File: src/rtl/sound_dma_ctrl.sv
// sound_dma_ctrl: ISA single-mode DMA sequencer for the Sound Blaster DSP (DRQ1/DACK1# 8-bit, DRQ5/DACK5# 16-bit).
// Define SOUND_DMA_TIMEOUT_EN to abort a REQ phase that waits longer than TIMEOUT_US ce_1us ticks for DACK.
module sound_dma_ctrl #(
  parameter int TIMEOUT_US = 1000,
  parameter int HOLDOFF    = 3
) (
  input  logic        clk,
  input  logic        rst_n,
  input  logic        ce_1us,
  input  logic        rec,
  input  logic        req8,
  input  logic        req16,
  output logic        dma_ack,
  output logic [15:0] dma_readdata,
  input  logic [15:0] dma_writedata,
  output logic        isa_drq1,
  output logic        isa_drq5,
  input  logic        isa_dack1_n,
  input  logic        isa_dack5_n,
  input  logic        isa_ior_n,
  input  logic        isa_iow_n,
  input  logic [15:0] isa_d_in,
  output logic [15:0] isa_d_out,
  output logic        isa_d_oe,
  output logic        timeout_err,
  input  logic        clr_err
);

  typedef enum logic [1:0] {
    S_IDLE = 2'd0,
    S_REQ  = 2'd1,
    S_XFER = 2'd2,
    S_DONE = 2'd3
  } state_t;

  localparam logic [7:0] HOLD_LOAD = 8'(HOLDOFF);

  state_t      state_q;
  logic        ch_q;            // 0 = channel 1 (8-bit), 1 = channel 5 (16-bit)
  logic        rec_q;
  logic        last_grant_q;
  logic        strobe_seen_q;
  logic [7:0]  holdoff_q;
  logic [15:0] cap_q;
  logic [15:0] wdata_q;
  logic [15:0] rdata_q;
  logic        drq1_q;
  logic        drq5_q;
  logic        ack_q;
  logic [3:0]  sync1_q;         // {dack5_n, dack1_n, ior_n, iow_n}
  logic [3:0]  sync2_q;
  logic [1:0]  strb_prev_q;     // previous synchronised {ior_n, iow_n}

  logic        act_dack_n;
  logic        act_strobe;
  logic        prev_strobe;
  logic        strobe_fall;
  logic        strobe_rise;
  logic        grant_ch;
  logic        timeout_hit;
  logic [15:0] wdata_d;
  logic [15:0] rdata_d;

  always_comb begin
    act_dack_n  = ch_q  ? sync2_q[3]     : sync2_q[2];
    act_strobe  = rec_q ? sync2_q[1]     : sync2_q[0];
    prev_strobe = rec_q ? strb_prev_q[1] : strb_prev_q[0];
    strobe_fall = prev_strobe & ~act_strobe;
    strobe_rise = ~prev_strobe & act_strobe;
    if (req8 && req16) begin
      grant_ch = ~last_grant_q;
    end else if (req16) begin
      grant_ch = 1'b1;
    end else begin
      grant_ch = 1'b0;
    end
    wdata_d = grant_ch ? dma_writedata : {8'h00, dma_writedata[7:0]};
    rdata_d = ch_q ? cap_q : {8'h00, cap_q[7:0]};
  end

`ifdef SOUND_DMA_TIMEOUT_EN
  localparam logic [15:0] TO_LIMIT = 16'(TIMEOUT_US);

  logic [15:0] to_cnt_q;
  logic        err_q;

  // A DACK arriving in the same cycle as the limit still wins over the timeout.
  assign timeout_hit = (state_q == S_REQ) && act_dack_n && (to_cnt_q >= TO_LIMIT);
  assign timeout_err = err_q;

  always_ff @(posedge clk) begin
    if (!rst_n) begin
      to_cnt_q <= 16'd0;
      err_q    <= 1'b0;
    end else begin
      if (state_q != S_REQ) begin
        to_cnt_q <= 16'd0;
      end else if (ce_1us && (to_cnt_q < TO_LIMIT)) begin
        to_cnt_q <= to_cnt_q + 16'd1;
      end
      if (timeout_hit) begin
        err_q <= 1'b1;
      end else if (clr_err) begin
        err_q <= 1'b0;
      end
    end
  end
`else
  logic unused_timeout_inputs;

  assign unused_timeout_inputs = ce_1us ^ clr_err;
  assign timeout_hit           = 1'b0;
  assign timeout_err           = 1'b0;
`endif

  assign dma_ack      = ack_q;
  assign dma_readdata = rdata_q;
  assign isa_drq1     = drq1_q;
  assign isa_drq5     = drq5_q;
  assign isa_d_out    = wdata_q;
  // Bus drive must follow the raw pins so the card releases the bus as soon as the host does.
  assign isa_d_oe     = rec_q && ((state_q == S_REQ) || (state_q == S_XFER)) &&
                        !(ch_q ? isa_dack5_n : isa_dack1_n) && !isa_ior_n;

  always_ff @(posedge clk) begin
    if (!rst_n) begin
      state_q       <= S_IDLE;
      ch_q          <= 1'b0;
      rec_q         <= 1'b0;
      last_grant_q  <= 1'b1;
      strobe_seen_q <= 1'b0;
      holdoff_q     <= 8'd0;
      cap_q         <= 16'h0000;
      wdata_q       <= 16'h0000;
      rdata_q       <= 16'h0000;
      drq1_q        <= 1'b0;
      drq5_q        <= 1'b0;
      ack_q         <= 1'b0;
      sync1_q       <= 4'hF;
      sync2_q       <= 4'hF;
      strb_prev_q   <= 2'b11;
    end else begin
      sync1_q     <= {isa_dack5_n, isa_dack1_n, isa_ior_n, isa_iow_n};
      sync2_q     <= sync1_q;
      strb_prev_q <= sync2_q[1:0];
      ack_q       <= 1'b0;
      case (state_q)
        S_IDLE: begin
          if (holdoff_q != 8'd0) begin
            holdoff_q <= holdoff_q - 8'd1;
          end else if (req8 || req16) begin
            ch_q          <= grant_ch;
            rec_q         <= rec;
            wdata_q       <= wdata_d;
            drq1_q        <= ~grant_ch;
            drq5_q        <= grant_ch;
            strobe_seen_q <= 1'b0;
            state_q       <= S_REQ;
          end
        end
        S_REQ: begin
          if (!act_dack_n) begin
            state_q <= S_XFER;
          end else if (timeout_hit) begin
            drq1_q    <= 1'b0;
            drq5_q    <= 1'b0;
            holdoff_q <= HOLD_LOAD;
            state_q   <= S_IDLE;
          end
        end
        S_XFER: begin
          if (!act_strobe) begin
            cap_q         <= isa_d_in;
            strobe_seen_q <= 1'b1;
          end
          if (strobe_fall) begin
            drq1_q <= 1'b0;
            drq5_q <= 1'b0;
          end
          if (strobe_rise && strobe_seen_q) begin
            state_q <= S_DONE;
          end else if (act_dack_n && act_strobe && !strobe_seen_q) begin
            // Host withdrew DACK without a strobe: abandon the cycle silently.
            drq1_q    <= 1'b0;
            drq5_q    <= 1'b0;
            holdoff_q <= HOLD_LOAD;
            state_q   <= S_IDLE;
          end
        end
        S_DONE: begin
          ack_q        <= 1'b1;
          rdata_q      <= rdata_d;
          last_grant_q <= ch_q;
          drq1_q       <= 1'b0;
          drq5_q       <= 1'b0;
          holdoff_q    <= HOLD_LOAD;
          state_q      <= S_IDLE;
        end
        default: begin
          state_q <= S_IDLE;
        end
      endcase
    end
  end

endmodule

File: config.mk
export PLATFORM = sky130hd
export DESIGN_NAME = sound_dma_ctrl
export DESIGN_NICKNAME = d
export VERILOG_FILES = /design/src/rtl/sound_dma_ctrl.sv
export SDC_FILE = /design/constraint.sdc
export NUM_CORES = 1
export LEC_CHECK = 0
export CORE_MARGIN = 2
export CORE_UTILIZATION = 60
export DETAILED_ROUTE_END_ITERATION = 6
export DONT_BUFFER_PORTS = 1
export GPL_TIMING_DRIVEN = 0
export HOLD_SLACK_MARGIN = 0.05
export PLACE_DENSITY = 0.81
export SYNTH_ARGS = -nofsm -noshare
export SYNTH_HDL_FRONTEND = slang
export SYNTH_SLANG_ARGS = --single-unit
File: constraint.sdc
create_clock -name clk -period 3.8 [get_ports clk]
set_input_delay 0.38 -clock clk [delete_from_list [all_inputs] [get_ports clk]]
set_output_delay 0.38 -clock clk [all_outputs]
set_load 0.02 [all_outputs]
==> key figures <==
STA
  – Fin crit share: 66.47%
  – Worst slew margin: 52.99%
  – Min cycle time layout: 2.526 ns
  – RSZ-0062 raised after global routing: no
  – Final setup viols: 0
  – Hold Vio Cnt, Final: 0
  – Max Freq: 0.3959 GHz
  – Final Slew Violations: 0
  – Worst-margin pin slew: 0.7051 ns
  – Clock skew: 0.01084 ns
  – TNS Setup: 0 ns

Synth
  – Leading area contributor after synthesis: dfxtp_1
  – Synth area leaders: dfxtp_1 50%, nand2_1 7.6%, a21oi_1 6.0%, nor2_1 4.5%, a22oi_1 3.7%
  – Post-synth top cells: 75 x dfxtp_1, 61 x nand2_1, 36 x a21oi_1, 36 x nor2_1, 15 x a22oi_1
  – Mapped cell area: 3024 um2
  – Post-synth EDFFs: 0
  – Yosys Warn Count: 0
  – Cells after synthesis: 339
  – Most common cell in the netlist: dfxtp_1
  – Syn Nets: 388
  – FF+latch count, synth: 75
  – Sequential fraction of the synthesis area: 49.65%
  – Synth Flop Type: dfxtp_1
  – Synthesized area per cell: 8.921 um2
  – Share of the synthesized area in the top cell type: 49.65%
  – Ys async rst share: 0%
  – Synth cell types: 48

Detailed routing
  – # DRC: 0
  – Via density: 5.770
  – DRT Wirelength: 6316 um
  – ANT nets after route: 0
  – Wire length per cell: 14.97 um
  – Drt first pass iters: 4
  – Starting DRT DRC Count: 174
  – Routed via count: 2435

Layout
  – Area Overhead vs Synth: 8.978%
  – Share of layout cells above drive strength 1: 10.14%
  – Inserted Diodes: 0
  – Design Area, Final: 3296 um2
  – NumNets Final: 399
  – Fill cell count: 369

Setup path
  – Crit. End Element: flop
  – CP arrival: 2.74 ns
  – Critical Path RT: 4.01 ns
  – Crit start category: flop
  – Kind of critical path: flop to flop
  – Crit path max fanout: 10

Placement
  – DP HPWL: 4576 um
  – IO Port Bufs: 0
  – Placement Cell Area: 3108 um2
  – Global placer's final weighted congestion: 0.9035

Die
  – Ports: 80
  – Core ar.: 4786 um2
  – Initial Utilization: 63.19%
  – Die Wd: 75.00 um
  – Die H: 75.00 um
  – Site Rows: 25
  – Die area: 5624 um2

Clocking
  – CTS resizes: 0
  – TritonCTS clock tree: built
  – Post-CTS Setup Bufs: 0
  – Hold-fix buffers, CTS: 0
  – CTS clock-pin slew for the worst setup and hold paths: 0.08 ns
  – Total CTS buffers: 9
  – Clk sinks: 75
  – Clock tree buffer depth: 2
  – CTS root buf: clkbuf_8
  – H-tree depth: 3
  – Worst-skew pair later-pin latency: 0.34 ns

Global route
  – Vias in the first global route: 2218
  – Antenna violations before repair: 0
  – First-pass GRT wire length: 10180 um
  – GRT Total Usage: 24.22%
  – Total grt overflow: 0
  – Largest net degree at the start of global routing: 14

Power
  – Pwr/cell area: 709.4 nW/um2
  – Total power draw: 2.338 mW
  – VDD IR-drop max: 623.7 uV
  – Leak: 1.144 nW

Outcome
  – Outcome: finished clean

Hold path
  – Hold Path Class: primary input to flop

Run
  – Max capacitance violation total: 0
[where the power goes]
group	internal, mW	switching [mW]	leakage, nW	total, mW
registers	0.883	0.132	0.609	1.01
logic	0.312	0.443	0.445	0.755
clock network	0.277	0.292	0.0892	0.568
total	1.47	0.866	1.14	2.34
[layout by cell type (no fill, tap or decap), drive strengths merged, types with 2 or more instances in the layout]
cell      netlist  final
dfxtp          75     75
nand2          61     61
nor2           36     36
a21oi          36     36
clkbuf         13     25
a22oi          15     15
mux2i          10     10
nand2b         10     10
inv             8      9
nor3            8      8
o21ai           6      6
ha              6      6
buf             6      6
mux2            4      4
nand3           4      4
o211ai          4      4
and2            3      3
or2             3      3
clkinv          2      3
o41ai           3      3
or4             2      2
or4bb           2      2
a31oi           2      2
a31o            2      2
a311oi          2      2
nor4            2      2
clkinvlp        0      2
[path summary, 6_finish.rpt]
path | start | endpoint | slack, ns | cells after the start
max | state_q[0] | isa_d_out[10] | 1.27 | 9
min | isa_iow_n | sync1_q[0] | 0.14 | 1
max reg2reg | state_q[0] | isa_d_out[10] | 1.27 | 9
min reg2reg | sync1_q[2] | sync2_q[2] | 0.41 | 1
[final cells by class]
class,count,area [um2],share of cell area (%)
inverter,10,37.54,1.139
clock inverter,4,32.53,0.9871
tap,67,83.83,2.544
sequential,75,1501,45.56
clock buffer,12,155.1,4.708
buffer,19,92.59,2.809
multi-input combinational,235,1393,42.26
[kinds of logic after synthesis]
kind of cell | after synthesis | share of synthesized area [%]
simple gates | 135 | 20.27
compound gates | 79 | 18.37
flops | 75 | 49.65
buf+inv | 29 | 4.303
mux | 14 | 4.799
fa+ha+maj | 6 | 2.482
other cells | 1 | 0.1240
[per-layer routing]
metal / vias to the layer above / part of all wire (%) / GRT usage, %
li1: 1191 / - / -
met5: - / 0 / 0
met1: 1148 / 43 / 31.56
met2: 92 / 48 / 37.23
met3: 4 / 8.0 / 9.772
met4: 0 / 0.66 / 7.143
[state kept, by name (all words and copies together) (netlist names)]
| register | cells |
|---|---|
| ch_q | 1 |
| last_grant_q | 1 |
| state_q | 2 |
| strobe_seen_q | 1 |
| cap_q | 16 |
| holdoff_q | 8 |
| isa_d_out | 16 |
| isa_drq5 | 1 |
| sync2_q | 4 |
| dma_readdata | 16 |
| sync1_q | 4 |
| rec_q | 1 |
| strb_prev_q | 2 |
| isa_drq1 | 1 |
| dma_ack | 1 |
[through the flow]
step / util [%] / std cells / setup WS, ns / hold slack (ns)
CTS: 68.86 / 422 / 1.278 / 0.1195
finish: 68.86 / 422 / 1.274 / 0.1368
global placement: 64.94 / 406 / 1.385 / 0.3880
floorplan: - / 339 / 1.538 / 0.3863
detailed placement: 64.94 / 406 / 1.321 / 0.3909
global route: 68.86 / 422 / 1.147 / 0.1102
[worst max-delay path, cell delays in order (launching register included)]
cell	delay, ns
dfxtp_1	0.33
inv_1	0.14
ha_1	0.29
or4bb_1	0.50
buf_2	0.19
or3_1	0.38
buf_2	0.19
buf_6	0.16
a22oi_1	0.14
nor2_1	0.06
No activity file was read; power rests on OpenSTA's default activity.
